### config.mk
export PLATFORM = sky130hd
export DESIGN_NAME = tm1638_ctrl
export DESIGN_NICKNAME = d
export VERILOG_FILES = /design/src/rtl/tm1638_ctrl_pkg.sv /design/src/rtl/tm1638_ctrl.sv
export SDC_FILE = /design/constraint.sdc
export NUM_CORES = 1
export LEC_CHECK = 0
export BUFFER_PORTS_ARGS = -buffer_cell sky130_fd_sc_hd__buf_2
export CAP_MARGIN = 25
export CORE_AREA = 4 4 122 170
export CTS_CLUSTER_DIAMETER = 40
export DETAILED_ROUTE_END_ITERATION = 8
export DIE_AREA = 0 0 126 174
export GPL_ROUTABILITY_DRIVEN = 0
export PLACE_DENSITY = 0.78
export SYNTH_ARGS = -nofsm -noshare
export SYNTH_HDL_FRONTEND = slang
export SYNTH_SLANG_ARGS = --single-unit
export TNS_END_PERCENT = 10
### constraint.sdc
create_clock -name clk -period 9.8 [get_ports clk]
set_input_delay 1.47 -clock clk [delete_from_list [all_inputs] [get_ports clk]]
set_output_delay 1.47 -clock clk [all_outputs]
set_load 0.005 [all_outputs]
### src/rtl/tm1638_ctrl_pkg.sv
// rtl/tm1638_ctrl_pkg.sv - TM1638 command bytes, FSM encoding and transaction helpers
package tm1638_ctrl_pkg;

  localparam logic [7:0] CMD_WRITE_AUTO = 8'h40;
  localparam logic [7:0] CMD_ADDR0      = 8'hC0;
  localparam logic [7:0] CMD_DISP_ON    = 8'h88;
  localparam logic [7:0] CMD_DISP_OFF   = 8'h80;
  localparam logic [7:0] CMD_READ_KEYS  = 8'h42;

  typedef enum logic [2:0] {
    IDLE,
    START,
    ISSUE,
    WAIT_HI,
    WAIT_LO,
    GAP,
    RWAIT,
    DONE
  } state_t;

  localparam logic [1:0] TXN_MODE = 2'd0;
  localparam logic [1:0] TXN_DISP = 2'd1;
  localparam logic [1:0] TXN_CTRL = 2'd2;
  localparam logic [1:0] TXN_KEYS = 2'd3;

  // Index of the final byte of each transaction (command byte is index 0).
  function automatic logic [4:0] last_byte(input logic [1:0] txn);
    case (txn)
      TXN_DISP: last_byte = 5'd16;
      TXN_KEYS: last_byte = 5'd4;
      default:  last_byte = 5'd0;
    endcase
  endfunction

endpackage

### src/rtl/tm1638_ctrl.sv
// rtl/tm1638_ctrl.sv - TM1638 frame sequencer driving an external byte serializer
// Each frame: mode cmd, display RAM burst, brightness control, key scan read.
module tm1638_ctrl
  import tm1638_ctrl_pkg::*;
#(
  parameter int STB_GAP   = 12,
  parameter int READ_WAIT = 12
) (
  input  logic         clk,
  input  logic         rst,
  input  logic         run,
  input  logic [127:0] disp,
  input  logic [2:0]   bright,
  input  logic         disp_en,
  output logic [31:0]  keys,
  output logic         keys_valid,
  output logic         frame_done,
  output logic         stb,
  output logic         dio_oe,
  output logic         sb_latch,
  output logic [7:0]   sb_wdata,
  output logic         sb_rw,
  input  logic [7:0]   sb_rdata,
  input  logic         sb_busy
);

  state_t         r_state;
  logic [4:0]     r_byte;
  logic [1:0]     r_txn;
  logic [15:0]    r_cnt;
  logic [127:0]   r_disp;
  logic [2:0]     r_bright;
  logic           r_disp_en;
  logic [23:0]    r_kbuf;

  logic [7:0]     w_wdata;
  logic           w_rw;
  logic [3:0]     w_didx;
  logic           w_last;

  assign w_didx = 4'(r_byte - 5'd1);
  assign w_last = (r_byte == last_byte(r_txn));

  always_comb begin
    w_wdata = 8'h00;
    w_rw    = 1'b1;
    case (r_txn)
      TXN_MODE: w_wdata = CMD_WRITE_AUTO;
      TXN_DISP: w_wdata = (r_byte == 5'd0) ? CMD_ADDR0 : r_disp[{w_didx, 3'b000} +: 8];
      TXN_CTRL: w_wdata = (r_disp_en ? CMD_DISP_ON : CMD_DISP_OFF) | {5'b00000, r_bright};
      TXN_KEYS: begin
        if (r_byte == 5'd0) begin
          w_wdata = CMD_READ_KEYS;
        end else begin
          w_rw = 1'b0;
        end
      end
    endcase
  end

  always_ff @(posedge clk or posedge rst) begin
    if (rst) begin
      r_state    <= IDLE;
      r_byte     <= 5'd0;
      r_txn      <= 2'd0;
      r_cnt      <= 16'd0;
      r_disp     <= 128'd0;
      r_bright   <= 3'd0;
      r_disp_en  <= 1'b0;
      r_kbuf     <= 24'd0;
      keys       <= 32'd0;
      keys_valid <= 1'b0;
      frame_done <= 1'b0;
      stb        <= 1'b1;
      dio_oe     <= 1'b1;
      sb_latch   <= 1'b0;
      sb_wdata   <= 8'h00;
      sb_rw      <= 1'b1;
    end else begin
      sb_latch   <= 1'b0;
      keys_valid <= 1'b0;
      frame_done <= 1'b0;
      case (r_state)
        IDLE: begin
          stb    <= 1'b1;
          dio_oe <= 1'b1;
          if (run && !sb_busy) begin
            r_disp    <= disp;
            r_bright  <= bright;
            r_disp_en <= disp_en;
            r_txn     <= 2'd0;
            r_state   <= START;
          end
        end
        START: begin
          stb     <= 1'b0;
          r_byte  <= 5'd0;
          r_state <= ISSUE;
        end
        ISSUE: begin
          sb_latch <= 1'b1;
          sb_wdata <= w_wdata;
          sb_rw    <= w_rw;
          r_state  <= WAIT_HI;
        end
        WAIT_HI: r_state <= WAIT_LO;
        WAIT_LO: begin
          if (!sb_busy) begin
            if (!sb_rw) begin
              case (r_byte)
                5'd1:    r_kbuf[7:0]   <= sb_rdata;
                5'd2:    r_kbuf[15:8]  <= sb_rdata;
                5'd3:    r_kbuf[23:16] <= sb_rdata;
                default: ;
              endcase
            end
            if (r_txn == TXN_KEYS && r_byte == 5'd0) begin
              dio_oe  <= 1'b0;
              r_cnt   <= 16'(READ_WAIT - 1);
              r_byte  <= 5'd1;
              r_state <= RWAIT;
            end else if (!w_last) begin
              r_byte  <= r_byte + 5'd1;
              r_state <= ISSUE;
            end else begin
              stb     <= 1'b1;
              r_cnt   <= 16'(STB_GAP - 1);
              r_state <= GAP;
              // The last key byte is still on sb_rdata, so it goes straight into keys.
              if (r_txn == TXN_KEYS) begin
                keys       <= {sb_rdata, r_kbuf};
                keys_valid <= 1'b1;
                dio_oe     <= 1'b1;
              end
            end
          end
        end
        RWAIT: begin
          if (r_cnt == 16'd0) begin
            r_state <= ISSUE;
          end else begin
            r_cnt <= r_cnt - 16'd1;
          end
        end
        GAP: begin
          if (r_cnt != 16'd0) begin
            r_cnt <= r_cnt - 16'd1;
          end else if (!sb_busy) begin
            if (r_txn == TXN_KEYS) begin
              r_state <= DONE;
            end else begin
              r_txn   <= r_txn + 2'd1;
              r_state <= START;
            end
          end
        end
        DONE: begin
          frame_done <= 1'b1;
          if (run) begin
            r_disp    <= disp;
            r_bright  <= bright;
            r_disp_en <= disp_en;
            r_txn     <= 2'd0;
            r_state   <= START;
          end else begin
            r_state <= IDLE;
          end
        end
        default: r_state <= IDLE;
      endcase
    end
  end

endmodule

==> summary.md <==
| Metric | Value |
|---|---|
| Diode count | `0` |
| Worst r2r dst | `r_disp[103]` |
| Area grow syn2layout | `20.12%` |
| Crit path largest cell delay | `between 700 and 800 ps` |
| CTS H-tree lvls | `1` |
| Hold Worst Slack | `about 470 ps` |
| Slew Limit Fails | `0` |
| Setup CP Type | `in -> reg` |
| Top cells by count, synth | `dfrtp_1, mux2_1, mux2_2` |
| RSZ-0062 raised after global routing | `no` |
| Critical path's top delay family | `buffers and inverters` |
| Clk slew on worst S/H paths | `roughly 60 ps` |
| WHS Path Cells | `2` |
| Post-layout min period | `about 3400 ps` |
| Clk_lat worst skew | `520 ps` |
| Clock root cell | `clkbuf_16` |
| CP max FO | `67` |
| First-pass GRT wire length | `36380 um` |
| Layout fillers | `around 1500` |
| Ys flop type | `dfrtp_1` |
| CP most frequent cell | `buf_4` |
| Peak VDD IR | `between 0.15 and 0.2 mV` |
| Peak Freq | `between 0.2 and 0.3 GHz` |
| # IOs | `190` |
| Worst reg-to-reg setup slack | `6670 ps` |
| CTS tree | `done` |
| Worst path buffer plus inverter count | `3` |
| Max-Cap Viols | `0` |
| Syn_nets | `around 870` |
| Worst r2r src | `r_state[1]` |
| Final Skew | `~10 ps` |
| Final setup fails | `0` |
| WL/cell | `around 19 um` |
| Number of synthesized flops with an enable pin | `0` |
| Total power | `about 3.7 mW` |
| CP Cell Sequence | `buf_2 > nor4_1 > o21ai_4 > buf_4 > buf_4 > mux2_2` |
| Area contributors post-synth | `dfrtp_1, mux2_1, mux4_2` |
| Avg Synthesized Cell Area | `between 10 and 15 sq um` |
| Vias | `roughly 6400` |
| Status | `complete, no violations` |
| Finished Layout Cells | `approximately 1200` |
| Ys async rst share | `100.0%` |
| Count leader, synth | `dfrtp_1` |
| Die width | `~130 um` |
| Starting density of the core | `between 50% and 60%` |
| Vias in the first global route | `roughly 7000` |
| Postcts setup bufs | `0` |
| GRT overflow | `0` |
| WP data required | `between 10000 and 15000 ps` |
| Seq/Total Area, Yosys | `a little under three fifths` |
| Largest net degree at the start of global routing | `approximately 150` |
| Worst Hold Launch | `stb` |
| Placed insts | `1117` |
| Slew margin rel. | `between 30% and 40%` |
| Clock Tree Buf Depth | `3` |
| Initial antenna violation count | `3` |
| Post-DRT Antenna Nets | `0` |
| CTS buffer count | `27` |
| Yosys reg bits | `228` |
| Share of cells above drive strength 1 | `about two fifths` |
| Final Cycle Share | `between 30% and 40%` |
| Die ar. | `between 0.02 and 0.025 sq mm` |
| Core footprint | `0.01922 sq mm` |
| First-pass iteration count of the detailed router | `4` |
| Area of the multi-input gates | `0.004422 sq mm` |
| Sinks on Clock Net | `around 230` |
| Area occupied by registers | `about 0.0057 sq mm` |
| Die Span Y | `174 um` |
| Leak | `roughly 5.9 nW` |
| Final Hold Vio Count | `0` |
| R2R depth | `5` |
| CP Capture Type | `flip-flop` |
| Hold/Removal Path Class | `reg -> reg` |
| Yosys top cell by area | `dfrtp_1` |
| Worst Hold End | `stb` |
| Fin util | `between 60% and 70%` |
| # nets final | `between 1000 and 1500` |
| Vias per cell | `~5.5` |
| Post-CTS resize count | `0` |
| Row Count | `60` |
| Worst setup startpoint | `sb_busy` |
| Top-area cell type share of the netlist area | `between 50% and 60%` |
| Iter 0 DRT Violations | `285` |
| Actual slew at the worst max-slew pin | `around 1000 ps` |
| Mapped Cells | `roughly 710` |
| DRT Wirelength | `~22000 um` |
| Worst Path Arrival | `3830 ps` |
| Pwr/cell area | `~300 mW/mm^2` |
| Slowest cell on the critical path | `buf_4` |
| Drc violations | `0` |
| Syn. warnings | `0` |
| Hold_buf cts | `0` |
| Dpl hpwl | `15650 um` |
| Setup TNS Final | `0 ps` |
| Startpoint Class | `input pin` |
| Mapped cell area | `approximately 0.010 sq mm` |
| Port Buffer Count | `around 190` |
| Netlist cell types | `56` |
| GRT Resource Usage Total | `roughly 20%` |
[stage by stage]
stage	setup slack (ps)	cell area, sq um
floorplan	2087	10370
global placement	5843	11490
detailed placement	5825	11490
CTS	6376	12400
global route	6224	12460
finish	6366	12460
[per-layer routing]
layer  track usage (%)  routed length [um]  share of wire (%)
met1             25.44                8628                 39
met5                 0                  35               0.16
met4             4.338                 380                1.7
met3             5.349                1541                7.0
met2             35.70               11570                 52
[registers in the layout, indices dropped and copies added, names as in the netlist, 2 cells and up]
name and flops:
r_state 3, r_disp 128, r_cnt 16, keys 32, r_txn 2, r_bright 3, sb_wdata 8, r_byte 5
r_kbuf 24
[power breakdown]
group | switching, mW | internal [mW] | total (mW)
sequential | 0.209 | 1.27 | 1.48
clock | 0.387 | 0.619 | 1.01
combinational | 0.596 | 0.648 | 1.24
total | 1.19 | 2.54 | 3.73
[how the worst max path moves through the flow]
| stage | to | depth (start not counted) |
|---|---|---|
| detailed placement | r_disp[103] | 6 |
| global placement | r_disp[101] | 6 |
| floorplan | frame_done | 1 |
| CTS | r_disp[127] | 6 |
| finish | r_disp[103] | 6 |
| global route | r_disp[99] | 6 |
[logic make-up after synthesis]
family                     after synthesis  synth area share [%]
DFF                                    228                 55.04
AOI/OAI and AO/OA                       57                 3.691
adders and majority gates               11                 1.327
muxes                                  236                 29.14
and+or+nand+nor                        114                 6.876
xor gates and xnor gates                16                 1.423
buffers and inverters                   51                 2.497
[area by class of cell]
class / instances / area share, %
Sequential cell: 228 / 45.83
Multi-Input combinational cell: 434 / 35.49
Timing Repair Buffer: 198 / 8.456
Clock buffer: 34 / 5.955
Tap cell: 248 / 2.490
Clock inverter: 14 / 1.386
Inverter: 11 / 0.3916
[placed cells by master, fill, tap and decap left out, types with 4 or more instances in the layout]
master,count
a211o_1,5
buf_4,7
o31ai_1,5
mux2_1,138
a211oi_1,4
o21ai_1,5
nand3_1,5
o21ai_0,5
ha_1,11
o22ai_1,4
or3_1,4
inv_6,4
inv_1,10
mux4_2,34
dfrtp_1,224
buf_2,189
xnor2_1,13
a21oi_1,13
a31oi_1,4
nor4_2,5
nand4_1,4
nor2_1,30
nor4_1,8
clkbuf_8,4
mux2i_1,14
nand2_2,4
mux2_2,50
nor3_1,11
nand2_1,15
clkbuf_16,27
[worst reg2reg max path, stage by stage (launching register included)]
cell and delay (ps):
dfrtp_1 710, nor4_1 200, o21ai_4 180, buf_4 660, buf_4 810, mux2_2 460
No activity file was read; power rests on OpenSTA's default activity.
